<file path="config.mk">
export PLATFORM = sky130hd
export DESIGN_NAME = regfile_ctx_ctrl
export DESIGN_NICKNAME = d
export VERILOG_FILES = /design/src/rtl/regfile_ctx_ctrl.sv
export SDC_FILE = /design/constraint.sdc
export NUM_CORES = 1
export LEC_CHECK = 0
export CORE_ASPECT_RATIO = 0.9
export CORE_MARGIN = 2
export CORE_UTILIZATION = 26
export DETAILED_ROUTE_END_ITERATION = 12
export PLACE_DENSITY = 0.82
export SLEW_MARGIN = 20
export SYNTH_ARGS = -nofsm -noshare
export SYNTH_HDL_FRONTEND = slang
export SYNTH_SLANG_ARGS = --single-unit
</file>
<file path="constraint.sdc">
create_clock -name clk_i -period 2.3 [get_ports clk_i]
set_input_delay 0.23 -clock clk_i [delete_from_list [all_inputs] [get_ports clk_i]]
set_output_delay 0.23 -clock clk_i [all_outputs]
set_load 0.05 [all_outputs]
</file>
<file path="src/rtl/regfile_ctx_ctrl.sv">
// Register-file context save/restore controller: streams x1..x(NReg-1) out, or writes them back in.
// Optional REGFILE_CTX_CHECKSUM_EN appends/verifies an XOR checksum word on the streams.
module regfile_ctx_ctrl #(
    parameter int unsigned XLen      = 32,
    parameter int unsigned NReg      = 32,
    parameter int unsigned NRegWidth = $clog2(NReg)
) (
    input  logic                 clk_i,
    input  logic                 rst_ni,

    input  logic                 cmd_valid_i,
    input  logic                 cmd_op_i,
    output logic                 cmd_ready_o,

    output logic [NRegWidth-1:0] a1_o,
    input  logic [XLen-1:0]      rd1_i,
    output logic [NRegWidth-1:0] a3_o,
    output logic                 we3_o,
    output logic [XLen-1:0]      wd3_o,

    output logic                 sv_valid_o,
    input  logic                 sv_ready_i,
    output logic [XLen-1:0]      sv_data_o,
    output logic                 sv_last_o,

    input  logic                 rs_valid_i,
    output logic                 rs_ready_o,
    input  logic [XLen-1:0]      rs_data_i,
    input  logic                 rs_last_i,

    output logic                 busy_o,
    output logic                 done_o,
    output logic                 err_o
);

`ifdef REGFILE_CTX_CHECKSUM_EN
    typedef enum logic [2:0] {
        IDLE,
        SAVE,
        RESTORE,
        CHK,
        DONE
    } state_e;
`else
    typedef enum logic [2:0] {
        IDLE,
        SAVE,
        RESTORE,
        DONE
    } state_e;
`endif

    localparam logic [NRegWidth-1:0] LastIdx = NRegWidth'(NReg - 1);

    state_e               state;
    logic [NRegWidth-1:0] idx;

`ifdef REGFILE_CTX_CHECKSUM_EN
    logic [XLen-1:0]      csum;
    // Set once the last data word has gone out; the next beat carries csum.
    logic                 csum_beat;
`endif

    // Stream and regfile-port steering; all zero in IDLE and DONE.
    always_comb begin
        cmd_ready_o = rst_ni && (state == IDLE);
        a1_o        = '0;
        a3_o        = '0;
        we3_o       = 1'b0;
        wd3_o       = '0;
        sv_valid_o  = 1'b0;
        sv_data_o   = '0;
        sv_last_o   = 1'b0;
        rs_ready_o  = 1'b0;
        case (state)
            SAVE: begin
                a1_o       = idx;
                sv_valid_o = 1'b1;
`ifdef REGFILE_CTX_CHECKSUM_EN
                sv_data_o  = csum_beat ? csum : rd1_i;
                sv_last_o  = csum_beat;
`else
                sv_data_o  = rd1_i;
                sv_last_o  = (idx == LastIdx);
`endif
            end
            RESTORE: begin
                rs_ready_o = 1'b1;
                we3_o      = rs_valid_i;
                a3_o       = idx;
                wd3_o      = rs_data_i;
            end
`ifdef REGFILE_CTX_CHECKSUM_EN
            CHK: begin
                rs_ready_o = 1'b1;
            end
`endif
            default: begin
            end
        endcase
    end

    always_ff @(posedge clk_i or negedge rst_ni) begin
        if (!rst_ni) begin
            state     <= IDLE;
            idx       <= '0;
            busy_o    <= 1'b0;
            done_o    <= 1'b0;
            err_o     <= 1'b0;
`ifdef REGFILE_CTX_CHECKSUM_EN
            csum      <= '0;
            csum_beat <= 1'b0;
`endif
        end else begin
            done_o <= 1'b0;
            case (state)
                IDLE: begin
                    if (cmd_valid_i) begin
                        idx    <= NRegWidth'(1);
                        err_o  <= 1'b0;
                        busy_o <= 1'b1;
`ifdef REGFILE_CTX_CHECKSUM_EN
                        csum      <= '0;
                        csum_beat <= 1'b0;
`endif
                        state  <= cmd_op_i ? RESTORE : SAVE;
                    end
                end

                SAVE: begin
                    if (sv_ready_i) begin
`ifdef REGFILE_CTX_CHECKSUM_EN
                        if (csum_beat) begin
                            state  <= DONE;
                            done_o <= 1'b1;
                        end else begin
                            csum <= csum ^ rd1_i;
                            // idx parks on the last index while the checksum beat is sent
                            if (idx == LastIdx) csum_beat <= 1'b1;
                            else                idx       <= idx + 1'b1;
                        end
`else
                        if (idx == LastIdx) begin
                            state  <= DONE;
                            done_o <= 1'b1;
                        end else begin
                            idx <= idx + 1'b1;
                        end
`endif
                    end
                end

                RESTORE: begin
                    if (rs_valid_i) begin
`ifdef REGFILE_CTX_CHECKSUM_EN
                        csum <= csum ^ rs_data_i;
`endif
                        if (idx == LastIdx) begin
`ifdef REGFILE_CTX_CHECKSUM_EN
                            if (rs_last_i) begin
                                err_o  <= 1'b1;
                                state  <= DONE;
                                done_o <= 1'b1;
                            end else begin
                                state <= CHK;
                            end
`else
                            err_o  <= !rs_last_i;
                            state  <= DONE;
                            done_o <= 1'b1;
`endif
                        end else if (rs_last_i) begin
                            err_o  <= 1'b1;
                            state  <= DONE;
                            done_o <= 1'b1;
                        end else begin
                            idx <= idx + 1'b1;
                        end
                    end
                end

`ifdef REGFILE_CTX_CHECKSUM_EN
                CHK: begin
                    if (rs_valid_i) begin
                        err_o  <= (rs_data_i != csum) || !rs_last_i;
                        state  <= DONE;
                        done_o <= 1'b1;
                    end
                end
`endif

                DONE: begin
                    idx    <= '0;
                    busy_o <= 1'b0;
                    state  <= IDLE;
                end

                default: begin
                    state <= IDLE;
                end
            endcase
        end
    end

endmodule

</file>
==> flow_summary.toml <==
[status]
run_status = "completed"

[detailed_routing]
postRouteWirelength_mm = 5.76
detail_route.iter0.violations = 26
dr_total_vias = 1635
drc = 0
antenna_violating_nets_post_route = 0
drt_pass1_iterations = 4
viasPerCell = 4.46
routedWlPerCell_um = 15.7

[cells_and_area]
antenna_cells_inserted = 0
areaGrowthSynthToFinish_pct = 207
fraction_of_final_layout_cells_with_drive_strength_greater_than_1 = 0.311
post-route-cell-area_um2 = 3590
final_net_count = 385
fin_cells = 367

[die]
floorplan.die.width_um = 74.7
die-height_um = 67.7
initial_cell_density_of_the_core = 0.266
core.rowCount = 23
die_area_um2 = 5060
fp.coreArea_um2 = 4400
ios = 153

[worst_setup_path]
timing.critical_path.fanout_max = 6
cp.required_ps = 2420
r2r_start = "idx[0]$_DFFE_PN0P_"
setup.worst_path.start = "idx[0]$_DFFE_PN0P_"
cp_slowest_stage_delay_ps = 440
worst_setup_path_start_kind = "flop"
reg2reg_slack_ps = 160
timing.critical_path.cells = "ha_1 -> and3_1 -> ha_1 -> o21a_1 -> o21ai_0 -> a21oi_1 -> mux2_2"
crit_path_frequent_cell = "ha_1"
crit_type = "reg -> reg"
cp-end-kind = "flop"
critical_path_arrival_ps = 2260
crit_slowest_cell = "dfrtp_1"

[clock_tree]
cts_sinks = 10
numCtsBuffers = 3
max-clock-path-buffers = 2
post_cts_buffers = 0
htreeDepth = 1
clk_pin_slew_worst_paths_ps = 40
cts_hold_repair.buffers = 0
root_buffer = "clkbuf_8"
tritoncts = "yes"
clk_latency_ps = 240
cts.repair.resized = 0

[timing]
timing.final.hold_violations = 0
timing.final.max_slew_violations = 0
slew-limit-headroom = 0.638
finalSetupViolCount = 0
final_min_period_over_clock_period = 0.932
fin_ws_ps = 157
worst_pin_slew_ps = 541
totalNegativeSetupSlack_ps = 0
fin_worst_skew_ps = 1.81
unrepaired_setup_endpoints_after_global_routing = "false"
achievable-frequency_ghz = 0.467
finalWorstPathRequiredPeriod_ps = 2140

[place]
last_weighted_congestion_value_of_the_routability_driven_placer = 0.822
placement.io_buffers = 152
placement_cell_area_um2 = 3550
pre_cts_slack_ps = 181
placedCellCount = 364
hpwl_after_dpl_mm = 4.88

[synthesis]
syn-cell-area_um2 = 1170
netlist-cell-type-count = 28
synth.area.top_cells = "and2_1 41%, dfrtp_1 21%, ha_1 7.5%"
syn-instance-count = 155
synth.ff_latch_count = 10
yosys_warnings = 0
synth_top_area_share = 0.411
syn_nets = 233
synth_area_per_cell_um2 = 7.56
synth_area_leader_cell = "and2_1"
yosysSeqAreaShare = 0.214

[power]
power.static_leakage_nw = 1.52
power_mw = 4.67
worst_ir_drop_vdd_mv = 1.00
cellPowerDensity_nw_per_um2 = 1300

[grt]
gr_usage_total = 0.216
grt_pass1_wl_mm = 8.40
overflow = 0
grt_start_max_net_pins = 42
antenna_found_initial = 0
vias_in_the_first_global_route = 1586

[worst_hold_path]
min_path_type = "in -> async"

[run]
total_of_max_cap_violations = 0
-- synth_stat cells --
master and number:
and2_1 77, dfrtp_1 10, clkbuf_1 8, ha_1 7, o21ai_0 7, nand2_1 6
a21oi_1 5, inv_1 5, nor2_1 4, nor2b_1 3, mux2_2 2, nand3_1 2
nand3b_1 2, o21ai_2 2, o31ai_1 2, a21boi_0 1, a31o_2 1, and2_2 1
and3_1 1, mux2_4 1, mux2i_1 1, nand2b_1 1, nor2_2 1, o21a_1 1
o22ai_1 1, o31a_2 1, or3_2 1, or4_1 1
-- cell type report --
| type | instances | area, um^2 |
|---|---|---|
| Timing Repair Buffer | 155 | 2330 |
| Multi-Input combinational cell | 132 | 872 |
| Fill cell | 259 | 808 |
| Sequential cell | 10 | 250 |
| Tap cell | 62 | 77.6 |
| Clock buffer | 3 | 41.3 |
| Inverter | 5 | 18.8 |
-- placed cells by master (no fill, tap or decap), drive strengths merged --
| cell | n |
|---|---|
| a21boi | 1 |
| a21oi | 5 |
| a31o | 1 |
| and2 | 78 |
| and3 | 1 |
| buf | 82 |
| clkbuf | 3 |
| clkdlybuf4s50 | 73 |
| dfrtp | 10 |
| ha | 7 |
| inv | 5 |
| mux2 | 3 |
| mux2i | 1 |
| nand2 | 6 |
| nand2b | 1 |
| nand3 | 2 |
| nand3b | 2 |
| nor2 | 5 |
| nor2b | 3 |
| o21a | 1 |
| o21ai | 9 |
| o22ai | 1 |
| o31a | 1 |
| o31ai | 2 |
| or3 | 1 |
| or4 | 1 |
-- cells by family after synthesis --
logic type | after synthesis | share of synthesized area
buffers and inverters | 13 | 0.0417
adders and majority gates | 7 | 0.0748
AOI/OAI and AO/OA | 21 | 0.113
muxes | 4 | 0.0406
DFF | 10 | 0.214
and+or+nand+nor | 100 | 0.516
-- sequential cells by signal, summed over array words and instances (netlist names) --
| signal | flops |
|---|---|
| idx | 5 |
| done_o | 1 |
| state | 2 |
| err_o | 1 |
| busy_o | 1 |
-- metal layers --
metal | vias to the layer above | routed length [um] | global-route usage | part of all wire
met2 | 70 | 3370 | 0.437 | 0.58
met1 | 762 | 2000 | 0.240 | 0.35
met3 | 3 | 373 | 0.0343 | 0.065
li1 | 800 | - | - | -
met4 | 0 | 19 | 0.0290 | 0.0033
met5 | - | 0 | 0 | 0
-- worst max-delay path, delay by kind of cell, from the launching register on --
family / cells / cell delay, ps
AO/OA/AOI/OAI: 3 / 590
adder cells (fa/ha/maj): 2 / 480
flip-flops: 1 / 440
AND/OR/NAND/NOR: 1 / 210
multiplexers: 1 / 300
-- through the flow --
step,utilization,hold slack (ps)
after CTS,0.816,298
after detailed placement,0.807,543
final,0.816,286
after floorplan,-,-65.6
after global routing,0.816,324
after global placement,0.807,501
-- report_power, final --
| part | total [mW] | leakage (nW) | switching (mW) | internal, mW |
|---|---|---|---|---|
| sequential | 0.303 | 0.127 | 0.0632 | 0.240 |
| combinational | 4.19 | 1.37 | 2.30 | 1.89 |
| clock | 0.180 | 0.0216 | 0.0660 | 0.114 |
-- worst paths after layout --
| check | endpoint | cells after the start |
|---|---|---|
| setup / recovery | state[1]$_DFFE_PN0P_ | 7 |
| hold / removal | state[1]$_DFFE_PN0P_ | 2 |
| hold reg to reg | err_o$_DFFE_PN0P_ | 2 |
| setup reg to reg | state[1]$_DFFE_PN0P_ | 7 |
| min in group clk_i | err_o$_DFFE_PN0P_ | 2 |
| max in group asynchronous | idx[3]$_DFFE_PN0P_ | 2 |
Power figures use the tool's default switching activity.
